--- src/rtl/regfile_write_arbiter_if.sv ---
// Write-port bundle between the writeback requesters and the register file sequencer/arbiter.
// master: requester/register-file side; slave: the arbiter.
interface regfile_write_arbiter_if #(
    parameter int unsigned ADDRSIZE = 5,
    parameter int unsigned WORDSIZE = 32
);
    logic                req_valid0;
    logic                req_valid1;
    logic [ADDRSIZE-1:0] req_addr0;
    logic [ADDRSIZE-1:0] req_addr1;
    logic [WORDSIZE-1:0] req_data0;
    logic [WORDSIZE-1:0] req_data1;
    logic                req_ready0;
    logic                req_ready1;
    logic                regWrite;
    logic [ADDRSIZE-1:0] writeReg;
    logic [WORDSIZE-1:0] writeData;
    logic                init_done;

    modport master (
        output req_valid0, req_valid1, req_addr0, req_addr1, req_data0, req_data1,
        input  req_ready0, req_ready1, regWrite, writeReg, writeData, init_done
    );

    modport slave (
        input  req_valid0, req_valid1, req_addr0, req_addr1, req_data0, req_data1,
        output req_ready0, req_ready1, regWrite, writeReg, writeData, init_done
    );
endinterface

--- src/rtl/regfile_write_arbiter.sv ---
// Register file write-port sequencer: clears registers 1..2^ADDRSIZE-1 after reset, then
// round-robin arbitrates two writeback requesters onto the single registered write port.
module regfile_write_arbiter #(
    parameter int unsigned ADDRSIZE = 5,
    parameter int unsigned WORDSIZE = 32
) (
    input  logic                     clk,
    input  logic                     reset,
    regfile_write_arbiter_if.slave   bus
);

    typedef enum logic {StInit, StRun} state_e;

    localparam logic [ADDRSIZE-1:0] LastReg = {ADDRSIZE{1'b1}};

    state_e              state_q;
    logic [ADDRSIZE-1:0] init_cnt_q;
    logic                last_q;
    logic                reg_write_q;
    logic [ADDRSIZE-1:0] write_reg_q;
    logic [WORDSIZE-1:0] write_data_q;
    logic                init_done_q;

    logic                grant0;
    logic                grant1;

    // On contention the port that did not win last time gets the grant.
    always_comb begin
        grant0 = 1'b0;
        grant1 = 1'b0;
        if (state_q == StRun) begin
            grant0 = bus.req_valid0 && (!bus.req_valid1 || last_q);
            grant1 = bus.req_valid1 && (!bus.req_valid0 || !last_q);
        end
    end

    always_ff @(posedge clk or posedge reset) begin
        if (reset) begin
            state_q      <= StInit;
            init_cnt_q   <= ADDRSIZE'(1);
            last_q       <= 1'b1;
            reg_write_q  <= 1'b0;
            write_reg_q  <= '0;
            write_data_q <= '0;
            init_done_q  <= 1'b0;
        end else begin
            unique case (state_q)
                StInit: begin
                    reg_write_q  <= 1'b1;
                    write_reg_q  <= init_cnt_q;
                    write_data_q <= '0;
                    init_cnt_q   <= init_cnt_q + ADDRSIZE'(1);
                    if (init_cnt_q == LastReg) begin
                        state_q     <= StRun;
                        init_done_q <= 1'b1;
                    end
                end
                StRun: begin
                    if (grant0) begin
                        last_q       <= 1'b0;
                        write_reg_q  <= bus.req_addr0;
                        write_data_q <= bus.req_data0;
                        reg_write_q  <= (bus.req_addr0 != '0);
                    end else if (grant1) begin
                        last_q       <= 1'b1;
                        write_reg_q  <= bus.req_addr1;
                        write_data_q <= bus.req_data1;
                        reg_write_q  <= (bus.req_addr1 != '0);
                    end else begin
                        reg_write_q  <= 1'b0;
                    end
                end
                default: state_q <= StInit;
            endcase
        end
    end

    assign bus.req_ready0 = grant0;
    assign bus.req_ready1 = grant1;
    assign bus.regWrite   = reg_write_q;
    assign bus.writeReg   = write_reg_q;
    assign bus.writeData  = write_data_q;
    assign bus.init_done  = init_done_q;

endmodule

--- src/flat_wrapper.sv ---
// flat-port wrapper written by rule: the top's interface ports become plain ports
module regfile_write_arbiter_flat 
#(
    parameter int unsigned ADDRSIZE = 5,
    parameter int unsigned WORDSIZE = 32
)
  (clk, reset, bus_req_valid0, bus_req_valid1, bus_req_addr0, bus_req_addr1, bus_req_data0, bus_req_data1, bus_req_ready0, bus_req_ready1, bus_regWrite, bus_writeReg, bus_writeData, bus_init_done);
  regfile_write_arbiter_if #(.ADDRSIZE(ADDRSIZE), .WORDSIZE(WORDSIZE)) bus_i ();
  input  logic clk;
  input  logic reset;
  input wire logic [$bits(bus_i.req_valid0)-1:0] bus_req_valid0;
  input wire logic [$bits(bus_i.req_valid1)-1:0] bus_req_valid1;
  input wire logic [$bits(bus_i.req_addr0)-1:0] bus_req_addr0;
  input wire logic [$bits(bus_i.req_addr1)-1:0] bus_req_addr1;
  input wire logic [$bits(bus_i.req_data0)-1:0] bus_req_data0;
  input wire logic [$bits(bus_i.req_data1)-1:0] bus_req_data1;
  output wire logic [$bits(bus_i.req_ready0)-1:0] bus_req_ready0;
  output wire logic [$bits(bus_i.req_ready1)-1:0] bus_req_ready1;
  output wire logic [$bits(bus_i.regWrite)-1:0] bus_regWrite;
  output wire logic [$bits(bus_i.writeReg)-1:0] bus_writeReg;
  output wire logic [$bits(bus_i.writeData)-1:0] bus_writeData;
  output wire logic [$bits(bus_i.init_done)-1:0] bus_init_done;
  assign bus_i.req_valid0 = bus_req_valid0;
  assign bus_i.req_valid1 = bus_req_valid1;
  assign bus_i.req_addr0 = bus_req_addr0;
  assign bus_i.req_addr1 = bus_req_addr1;
  assign bus_i.req_data0 = bus_req_data0;
  assign bus_i.req_data1 = bus_req_data1;
  assign bus_req_ready0 = bus_i.req_ready0;
  assign bus_req_ready1 = bus_i.req_ready1;
  assign bus_regWrite = bus_i.regWrite;
  assign bus_writeReg = bus_i.writeReg;
  assign bus_writeData = bus_i.writeData;
  assign bus_init_done = bus_i.init_done;
  regfile_write_arbiter #(.ADDRSIZE(ADDRSIZE), .WORDSIZE(WORDSIZE)) u_core (.clk(clk), .reset(reset), .bus(bus_i));
endmodule
--- config.mk ---
export PLATFORM = sky130hd
export DESIGN_NAME = regfile_write_arbiter_flat
export DESIGN_NICKNAME = d
export VERILOG_FILES = /design/src/rtl/regfile_write_arbiter_if.sv /design/src/rtl/regfile_write_arbiter.sv /design/src/flat_wrapper.sv
export SDC_FILE = /design/constraint.sdc
export NUM_CORES = 1
export LEC_CHECK = 0
export BUFFER_PORTS_ARGS = -buffer_cell sky130_fd_sc_hd__buf_4
export CORE_ASPECT_RATIO = 0.6
export CORE_MARGIN = 1.5
export CORE_UTILIZATION = 51
export CTS_CLUSTER_SIZE = 10
export DETAILED_ROUTE_END_ITERATION = 8
export PLACE_DENSITY = 0.95
export SYNTH_ARGS = -nofsm -noshare
export SYNTH_HDL_FRONTEND = slang
export SYNTH_SLANG_ARGS = --single-unit
--- constraint.sdc ---
create_clock -name clk -period 2.4 [get_ports clk]
set_clock_uncertainty 0.2 [all_clocks]
set_input_delay 0.12 -clock clk [delete_from_list [all_inputs] [get_ports clk]]
set_output_delay 0.12 -clock clk [all_outputs]
set_load 0.02 [all_outputs]
-- After elaboration in Yosys (flattened, before gate mapping)
Cells that the tools add are included.
- logic and storage cells: 38
- bits of input ports: 78
- flip-flop bits (word level): 46
- output and inout bits: 41
- equal/unequal tests: 2
- $add $sub $neg: 1
- mux-type cells: 15
- bitwise gates (word level): 1
- reduce and logical (&&, ||, !) cells: 12
- operator list (operator ; count):
    2-to-1 mux 32 bit ; 2
    one-hot mux 32 bit (2 select lines) ; 1
    2-to-1 mux 5 bit ; 2
    one-hot mux 5 bit (2 select lines) ; 1
    nonzero test 5 bit ; 2
    2-to-1 mux 1 bit ; 8
    adder 5 x 1 -> 5 bit, second input constant ; 1
    == test 5 bit, second input constant ; 1
    AND reduction 2 bit ; 2
    zero test 1 bit ; 3
    inequality test 3 bit, second input constant ; 1
    logical AND 1 bit ; 2
    logical OR 1 bit ; 2
    one-hot mux 1 bit (2 select lines) ; 1
    nonzero test 2 bit ; 1
    inverter 1 bit ; 1

-- Longest topological paths before layout
Gate-level depths: netlist of run 1.
- word-level depth: 7
- mapped depth: 7
- mapped depth without buffers: 4

-- Worst setup path after synthesis of run 1
Ideal clock, no wire load.
- path type: register to register
- from: register u_core.init_cnt_q[0]
- to: register u_core.init_cnt_q[4]
- path slack: 784 ps
- arrival: 1292 ps
- clock period less this slack: 1616 ps
- library setup time: 125 ps
- stages on the path, launching flop included: 5
- required time: 2075 ps
- path buffers: 0
- cells stage by stage: dfstp_2 > ha_1 > and3_1 > ha_1 > mux2_2
- longest elaborated chain between the ends: 1
- RTL lines (item ; RTL line ; RTL):
    from (decl) ; regfile_write_arbiter.sv:17 ; logic [ADDRSIZE-1:0] init_cnt_q;
    from (signal assigned) ; regfile_write_arbiter.sv:52 ; init_cnt_q <= init_cnt_q + ADDRSIZE'(1);
    adder 5 x 1 -> 5 bit ; regfile_write_arbiter.sv:52 ;
Every way passes these cells.
A chain may end at the register's enable or synchronous reset.

-- Worst setup path in the final report of run 1
- from: register u_core.last_q
- to: register u_core.write_reg_q[4] (netlist: u_core.bus.writeReg[4])
- longest elaborated chain between the ends: 5
- elaborated cells between the ends (all ways): 10
- those cells by class: 1 x eq/ne; 4 x mux; 5 x reduce/logical
- RTL lines (item ; RTL line ; RTL):
    from (decl) ; regfile_write_arbiter.sv:18 ; logic last_q;
    from (signal assigned) ; regfile_write_arbiter.sv:41 ; last_q <= 1'b1;
    from (signal assigned) ; regfile_write_arbiter.sv:60 ; last_q <= 1'b0;
    from (signal assigned) ; regfile_write_arbiter.sv:65 ; last_q <= 1'b1;
    logical OR 1 bit or zero test 1 bit (tied branches) ; regfile_write_arbiter.sv:32, regfile_write_arbiter.sv:33 ;
    logical AND 1 bit or logical OR 1 bit (tied branches) ; regfile_write_arbiter.sv:32, regfile_write_arbiter.sv:33 ;
    2-to-1 mux 1 bit or logical AND 1 bit (tied branches) ; regfile_write_arbiter.sv:31, regfile_write_arbiter.sv:33 ;
    2-to-1 mux 5 bit or 2-to-1 mux 1 bit (tied branches) ; regfile_write_arbiter.sv:59, regfile_write_arbiter.sv:31 ;
    one-hot mux 5 bit (2 select lines) or inequality test 3 bit (tied branches) ; -- ;
    to (signal assigned) ; regfile_write_arbiter.sv:50 ; write_reg_q <= init_cnt_q;
    to (signal assigned) ; regfile_write_arbiter.sv:61 ; write_reg_q <= bus.req_addr0;
    to (signal assigned) ; regfile_write_arbiter.sv:66 ; write_reg_q <= bus.req_addr1;
    to (decl) ; regfile_write_arbiter.sv:20 ; logic [ADDRSIZE-1:0] write_reg_q;
Several ways; a longest one is shown, not always the timed one.

==> results of run 1 <==
-- sequential cells by signal, summed over array words and instances, names as in the netlist --
name,cells
u_core.state_q,1
u_core.bus.init_done,1
u_core.bus.regWrite,1
u_core.last_q,1
u_core.bus.writeReg,5
u_core.init_cnt_q,5
u_core.bus.writeData,32
-- layer usage --
metal	vias up	GRT usage (%)
met5	-	0
met4	0	19.0
met3	50	11.9
met2	252	66.3
met1	1498	47.4
li1	1291	-
-- worst max path at each step --
stage / to / depth (start not counted)
3_3_place_gp: bus_req_ready0 / 3
6_report: u_core.bus.writeReg[4] / 5
4_1_cts: u_core.bus.writeReg[4] / 5
3_5_place_dp: bus_req_ready0 / 3
5_1_grt: u_core.bus.writeData[2] / 6
2_1_floorplan: u_core.init_cnt_q[4] / 4
-- critical path: cells and delay by family (launching register included) --
| family | cells | cell delay, ps |
|---|---|---|
| flops | 1 | 590 |
| compound gates | 1 | 250 |
| buf+inv | 2 | 930 |
| simple gates | 2 | 290 |
-- metrics by stage --
step           cell area [um2]  hold WS (ps)
5_1_grt                   4410          33.9
6_report                  4410          64.8
3_3_place_gp              3500          -111
4_1_cts                   4390          46.7
3_5_place_dp              3500          -109
2_1_floorplan             2580          79.0
-- cells in the final DEF, fill, tap and decap left out, drive strengths merged --
cell	Yosys	routed
clkinvlp	0	2
dfrtp	44	44
a31o	1	1
clkbuf	15	5
a211o	1	1
nand2b	1	1
o221a	4	4
mux2	2	2
nand3b	1	1
or2	1	1
a21o	1	1
dlymetal6s4s	0	1
ha	2	2
inv	3	3
a21oi	6	6
and2	2	2
dfstp	2	2
dlygate4sd3	0	77
nor2b	3	3
o211ai	2	2
nor3b	1	1
xnor2	3	3
o21a	1	1
and3	1	1
buf	10	127
nor2	5	5
bufinv	0	1
nand3	34	34
or4	2	2
mux2i	4	4
o311ai	32	32
nand4	1	1
nand2	67	67
-- logic make-up (layout without fill, tap and decap cells) --
family                     Yosys count  in the layout
AOI/OAI and AO/OA                   48             48
and+or+nand+nor                    119            119
xor gates and xnor gates             3              3
buffers and inverters               28            216
muxes                                6              6
adders and majority gates            2              2
DFF                                 46             46
-- repair_timing --
action / 4_1_cts / 5_1_grt
hold buffers: 78 / 0
resized for setup: 0 / 3
setup endpoints to repair: 0 / 5
hold endpoints to repair: 83 / 0
-- cell type report --
cell class	instances	area, um2	area share, %
sequential	46	1150	26.1
multi-input combinational	178	1310	29.6
clock inverter	3	45.0	1.02
timing repair buffer	205	1750	39.6
clock buffer	5	68.8	1.56
tap	63	78.8	1.79
inverter	3	11.3	0.255
-- power groups by stage --
stage | sequential (mW) | combinational [mW] | clock (mW)
after global placement | 0.923 | 0.632 | 0
after global routing | 0.927 | 0.908 | 0.637
after floorplan | 1.02 | 0.267 | 0
after CTS | 0.913 | 0.810 | 0.589
after detailed placement | 0.927 | 0.646 | 0
final | 0.924 | 0.865 | 0.597
==> results.json, run 1 <==
{
  "status": "completed",
  "cts_tree": "done",
  "worstReg2RegEnd": "u_core.bus.writeReg[4]",
  "synth-seq-area-share_pct": 44.6,
  "slew_headroom_pct": 58.9,
  "synth_top_family_by_area": "compound AO/OA/AOI/OAI gates",
  "clkLatencyLatePin_ps": 300,
  "synthXorXnorAreaFrac_pct": 1.02,
  "p_int_mw": 1.62,
  "tightest_slew_ps": 615,
  "dp_cells": 417,
  "vdd_drop_max_uv": 397,
  "p_clk_share_pct": 25.0,
  "met3_length_um": 1210,
  "holdPathStages": 4,
  "drive_gt1_share_pct": 41.1,
  "cts.sinks": 46,
  "vias_per_cell": 6.15,
  "p_total_mw": 2.39,
  "syn_nets": 332,
  "cts_buffers": 5,
  "dp_slack_ps": 672,
  "min_from": "bus_req_addr1[4]",
  "htree_levels": 2,
  "dieArea_um2": 5520,
  "tns_ps": 0,
  "via_count": 3091,
  "hold_path.class": "in2reg",
  "utilization_pct": 93.3,
  "r2r-start": "u_core.last_q",
  "cts_buffer_depth": 2,
  "grt_start_max_net_pins": 36,
  "total_leakage_power_nw": 2.07,
  "yosys_register_bits": 46,
  "track_usage_pct": 39.7,
  "crit_path_start": "u_core.last_q",
  "min_to": "u_core.bus.regWrite",
  "nFillCells": 136,
  "crit_chain": "nand2b_4, buf_4, nand3b_1, a31o_2, dlygate4sd3_1",
  "synth_top_area_cell": "dfrtp_1",
  "wl_um": 10600,
  "slew_viol_final": 0,
  "synthSimpleGateAreaFrac_pct": 21.0,
  "grt_overflow": 0,
  "drtIter0Drc": 266,
  "post_synth_fa_ha_maj_area_fraction_pct": 0.968,
  "seq_power_share_pct": 38.7,
  "wire_per_inst_um": 21.0,
  "end_kind": "flip-flop",
  "post-cts-setup-buffers": 0,
  "cp.arrival_ps": 2360,
  "port_buffers": 118,
  "start_util_pct": 54.6,
  "fmax_ghz": 0.420,
  "yosysMostFrequentCell": "nand2_1",
  "layout_min_cycle_time_ps": 2380,
  "grt_pass1_vias": 3172,
  "grt_pass1_wl_um": 16400,
  "num_rows": 19,
  "ys_top_cells_by_area": "dfrtp_1, o311ai_2, nand2_1",
  "max-cap-violations": 0,
  "antennaDiodeCount": 0,
  "critPathKind": "reg2reg",
  "ioPinCount": 119,
  "root_buffer": "clkbuf_8",
  "finalWorstSetupSlack_ps": 19.8,
  "dieWidth_um": 94.9,
  "p_sw_share_pct": 31.9,
  "gp_congestion": 0.852,
  "areaGrowthSynthToFinish_pct": 70.7,
  "avgSynthCellArea_um2": 10.3,
  "synth.area.mux_share_pct": 2.42,
  "p_sw_mw": 0.762,
  "r2r_cells": 5,
  "synthesis.area_um2": 2580,
  "nets": 519,
  "wl_met2_um": 5030,
  "cp_max_fo": 35,
  "yosys_warnings": 0,
  "drcViolationCount": 0,
  "drtPass1Iterations": 5,
  "coreArea_um2": 4730,
  "min_period_over_period_pct": 99.2,
  "ys_async_sr_fraction_pct": 100,
  "detail-route-antenna-nets": 0,
  "synth_commonest_cells": "nand2_1, dfrtp_1, nand3_1, o311ai_2, clkbuf_1",
  "cp-start-kind": "flip-flop",
  "grt_setup_unrepaired": "yes",
  "clk_pin_slew_ps": 90,
  "dp_hpwl_um": 5090,
  "hold_violations": 0,
  "yosys.area.top_type_share_pct": 42.6,
  "setup_viol": 0,
  "crit_required_ps": 2380,
  "cp_slowest_stage_delay_ps": 590,
  "wl_met1_um": 3910,
  "synth_flop_cell": "dfrtp_1",
  "stdcell_count": 503,
  "synth_compound_area_share_pct": 24.0,
  "cp_slowest_cell": "dfstp_2",
  "synth_enable_flop_cells": 0,
  "powerDensity_nw_per_um2": 541,
  "highest_layer": "met4",
  "r2r_slack_ps": 20,
  "yosysUniqueCellTypes": 34,
  "dieHeight_um": 58.1,
  "comb_power_share_pct": 36.3,
  "antenna_found_initial": 0,
  "netlist_instances": 252
}
Power figures use the tool's default switching activity.
==> run 2: changes to the inputs <==
--- a/config.mk
+++ b/config.mk
@@ -13,3 +13,3 @@
 export DETAILED_ROUTE_END_ITERATION = 8
-export PLACE_DENSITY = 0.95
+export PLACE_DENSITY = 0.86
 export SYNTH_ARGS = -nofsm -noshare
==> constraint.sdc (replaced) <==
create_clock -name clk -period 2.4 [get_ports clk]
set_clock_uncertainty 0.2 [all_clocks]
set_input_delay 0.36 -clock clk [delete_from_list [all_inputs] [get_ports clk]]
set_output_delay 0.36 -clock clk [all_outputs]
set_load 0.02 [all_outputs]
==> run 2 against run 1 <==
Against the previous run: hold slack improved by 48 ps; utilization shrank 17 points; via count decreased by 22%; global-route usage decreased by 14 points; register-to-register slack better by 540 ps; clock-buffer cell count is 3 higher; fmax increased by 19%; critical path depth fell by 2; critical path type is now reg2out; largest cell class is now multi-input gates; highest routed layer unchanged.
==> results.json, run 2 (synthesized netlist as in run 1, its figures left out) <==
{
  "status": "completed",
  "detail-route-antenna-nets": 0,
  "slew_headroom_pct": 70.4,
  "cp_slowest_cell": "dfstp_2",
  "final_common_cell": "buf_4",
  "cp.arrival_ps": 1440,
  "clk_pin_slew_ps": 80,
  "layout_min_cycle_time_ps": 2000,
  "areaGrowthSynthToFinish_pct": 39.2,
  "cp_max_fo": 11,
  "cts_buffer_depth": 2,
  "final_cell_area_um2": 3600,
  "via_count": 2424,
  "track_usage_pct": 25.7,
  "grt_start_max_net_pins": 36,
  "num_rows": 19,
  "tightest_slew_ps": 443,
  "crit_required_ps": 1840,
  "drtPass1Iterations": 4,
  "grt_pass1_vias": 2260,
  "crit_chain": "nand2b_4, and2_4, buf_4",
  "cts.sinks": 46,
  "coreArea_um2": 4730,
  "dp_cells": 418,
  "port_buffers": 118,
  "path_buf_inv": 1,
  "post-cts-setup-buffers": 0,
  "slew_viol_final": 0,
  "dieWidth_um": 94.9,
  "setup_viol": 0,
  "drive_gt1_share_pct": 48.6,
  "hold_path.class": "in2reg",
  "dieHeight_um": 58.1,
  "drtIter0Drc": 108,
  "p_total_mw": 2.01,
  "antennaDiodeCount": 0,
  "grt_pass1_wl_um": 10900,
  "powerDensity_nw_per_um2": 559,
  "dieArea_um2": 5520,
  "cp-start-kind": "flip-flop",
  "max-cap-violations": 0,
  "tns_ps": 0,
  "grt_setup_unrepaired": "no",
  "cts_tree": "done",
  "vias_per_cell": 5.68,
  "hold_ws_ps": 113,
  "hold_violations": 0,
  "root_buffer": "clkbuf_8",
  "wire_per_inst_um": 16.3,
  "nets": 443,
  "antenna_found_initial": 0,
  "largest_reg_flops": 32,
  "vdd_drop_max_uv": 350,
  "gp_congestion": 0.878,
  "clkLatencyLatePin_ps": 290,
  "start_util_pct": 54.6,
  "grt_overflow": 0,
  "htree_levels": 2,
  "dp_hpwl_um": 5070,
  "cp_slowest_stage_delay_ps": 590,
  "end_kind": "output pin",
  "critPathKind": "reg2out",
  "drcViolationCount": 0,
  "cpLargestDelayFamily": "flip-flops",
  "wl_um": 6970,
  "final_cell_mix": "buf_4, nand2_1, dfrtp_1",
  "cts_resized": 0,
  "ioPinCount": 119,
  "min_period_over_period_pct": 83.4,
  "cts_buffers": 5,
  "place_area_um2": 3510,
  "total_leakage_power_nw": 1.72,
  "stdcell_count": 427,
  "fmax_ghz": 0.500
}
-- run 2: worst register-to-register path, stage by stage (launching register included) --
cell and delay (ps):
dfstp_2 590, nand2b_4 140, and2_4 240, buf_4 380, o311ai_1 160
-- run 2: area by class of cell --
cell class | count | area (um2)
Clock buffer | 8 | 80.1
Fill cell | 337 | 1130
Sequential cell | 46 | 1150
Multi-Input combinational cell | 178 | 1290
Inverter | 3 | 11.3
Tap cell | 63 | 78.8
Timing Repair Buffer | 129 | 983
-- run 2: routing by layer --
metal / up-vias / share of wire (%) / track usage, %
met5: - / 0 / 0
met4: 0 / 0.52 / 5.54
met3: 5 / 9.4 / 4.72
met2: 116 / 48 / 41.4
met1: 1173 / 42 / 36.6
li1: 1130 / - / -
-- run 2: power breakdown --
part	switching [mW]	internal, mW	total [mW]
registers	0.0539	0.860	0.914
logic	0.330	0.313	0.644
clock network	0.246	0.207	0.453
total	0.630	1.38	2.01
-- run 2: path summary, 6_finish.rpt --
kind | to | slack, ps | startpoint | cells after the start
setup reg to reg | u_core.bus.writeData[23] | 560 | u_core.last_q | 4
hold reg to reg | u_core.bus.init_done | 280 | u_core.bus.init_done | 1
hold / removal | u_core.bus.writeData[21] | 110 | bus_req_data0[21] | 3
max in group asynchronous | u_core.last_q | 930 | reset | 4
min in group asynchronous | u_core.bus.writeData[9] | 440 | reset | 3
setup / recovery | bus_req_ready0 | 400 | u_core.last_q | 3
-- run 2: metrics by stage --
step / util, % / setup WS [ps]
2_1_floorplan: - / 682
3_3_place_gp: 74.1 / 561
3_5_place_dp: 74.1 / 520
4_1_cts: 76.0 / 399
5_1_grt: 76.0 / 320
6_report: 76.0 / 399
-- run 2: what timing repair did --
item,in CTS,in global routing
hold buffers,1,0
setup endpoints to repair,0,0
hold endpoints to repair,19,0
==> run 3: changes to the inputs <==
CORE_UTILIZATION = 42   (was 51)
PLACE_DENSITY = 0.76   (was 0.86)
clock period = 1.77 ns   (was 2.4 ns; I/O delays follow)
==> run 3 against run 2 <==
Against the previous run: first-iteration DRC count grew 33%; final cell count increased by 5.4%; critical path depth is the same; largest cell class unchanged; highest routed layer unchanged; routed wire length up 3.3%; total power is 55% higher; combinational power up 43%; utilization fell by 10 points; largest power group unchanged; clock-buffer cell count decreased by 2; global-route usage down 3.6 points; cell area rose by 5.3%; sequential cell count unchanged; hold slack got worse by 100 ps.
==> results.json, run 3 (synthesized netlist as in run 1, its figures left out) <==
{
  "critPathKind": "reg2out",
  "place_area_um2": 3600,
  "dp_cells": 438,
  "clk_pin_slew_ps": 90,
  "clkLatencyLatePin_ps": 290,
  "cp_slowest_stage_delay_ps": 570,
  "grt_setup_unrepaired": "yes",
  "cts_tree": "done",
  "track_usage_pct": 22.1,
  "final_common_cell": "buf_4",
  "antennaDiodeCount": 0,
  "largest_reg_flops": 32,
  "cp.arrival_ps": 1260,
  "dieArea_um2": 6650,
  "tightest_slew_ps": 323,
  "slew_viol_final": 0,
  "cts.sinks": 46,
  "cp-start-kind": "flip-flop",
  "htree_levels": 2,
  "fmax_ghz": 0.579,
  "drcViolationCount": 0,
  "gp_congestion": 0.827,
  "drtIter0Drc": 144,
  "hold_violations": 0,
  "end_kind": "output pin",
  "drive_gt1_share_pct": 50.5,
  "final_cell_mix": "buf_4, nand2_1, dfrtp_1",
  "final_cell_area_um2": 3790,
  "grt_pass1_wl_um": 11700,
  "areaGrowthSynthToFinish_pct": 46.6,
  "hold_ws_ps": 13.6,
  "cts_buffers": 5,
  "powerDensity_nw_per_um2": 822,
  "grt_pass1_vias": 2252,
  "crit_required_ps": 1300,
  "utilization_pct": 65.8,
  "min_period_over_period_pct": 97.6,
  "slew_headroom_pct": 78.5,
  "detail-route-antenna-nets": 0,
  "cp_slowest_cell": "dfstp_2",
  "vdd_drop_max_uv": 395,
  "vias_per_cell": 5.35,
  "status": "completed",
  "start_util_pct": 44.9,
  "nets": 449,
  "grt_overflow": 0,
  "crit_chain": "nand2b_4, and2_4, buf_6",
  "wire_per_inst_um": 16.0,
  "max-cap-violations": 0,
  "via_count": 2408,
  "dp_hpwl_um": 5120,
  "dieWidth_um": 104,
  "coreArea_um2": 5750,
  "wl_um": 7200,
  "cts_buffer_depth": 2,
  "ioPinCount": 119,
  "layout_min_cycle_time_ps": 1730,
  "setup_viol": 0,
  "hold_path.class": "in2reg",
  "total_leakage_power_nw": 1.81,
  "cp_max_fo": 5,
  "dieHeight_um": 63.8,
  "num_rows": 21,
  "antenna_found_initial": 0,
  "drtPass1Iterations": 4,
  "port_buffers": 118,
  "p_total_mw": 3.11,
  "stdcell_count": 450,
  "root_buffer": "clkbuf_8",
  "grt_start_max_net_pins": 47
}
==> run 3: per-layer routing <==
layer / part of all wire [%] / global-route usage [%]
met1: 49 / 33.2
met2: 43 / 32.6
met3: 8.4 / 5.51
met4: 0.14 / 3.13
met5: 0 / 0
==> run 3: critical path: cells and delay by family (launching register included) <==
family,cells,cell delay [ps]
flops,1,570
buf+inv,1,110
simple gates,2,290
==> run 3: where the power goes <==
group | internal (mW) | switching (mW)
Clock | 0.602 | 0.356
Combinational | 0.459 | 0.460
Sequential | 1.17 | 0.0710
==> run 3: area by class of cell <==
class                   instances  area (um2)
multi-input cells             178        1290
fillers                       452        1970
well taps                      80         100
repair buffers                135        1090
flip-flops and latches         46        1150
inverters                       3        11.3
clock buffers                   6        82.6
clock inverters                 2        60.1
==> run 3: final timing paths <==
path | cells past startpoint | from | slack [ps] | to
worst max-delay path | 3 | u_core.last_q | 40 | bus_req_ready0
worst min-delay path | 3 | bus_req_data0[23] | 10 | u_core.bus.writeData[23]
worst max register to register | 4 | u_core.init_cnt_q[0] | 80 | u_core.init_cnt_q[4]
worst min register to register | 1 | u_core.bus.init_done | 290 | u_core.bus.init_done
max in group asynchronous | 4 | reset | 720 | u_core.last_q
min in group asynchronous | 4 | reset | 360 | u_core.bus.writeData[29]
==> run 3: timing repair <==
action,4_1_cts,5_1_grt
hold buffers,1,0
pin swaps,0,0
gates resized for setup,2,1
setup endpoints to repair,2,2
setup buffers,1,2
endpoints found under the hold margin,44,0
==> run 3: per-stage QoR <==
step	setup slack (ps)	setup TNS [ps]
after floorplan	146	0
after global placement	129	0
after detailed placement	100	0
after CTS	8.18	0
after global routing	-27.0	-27.0
final	42.5	0
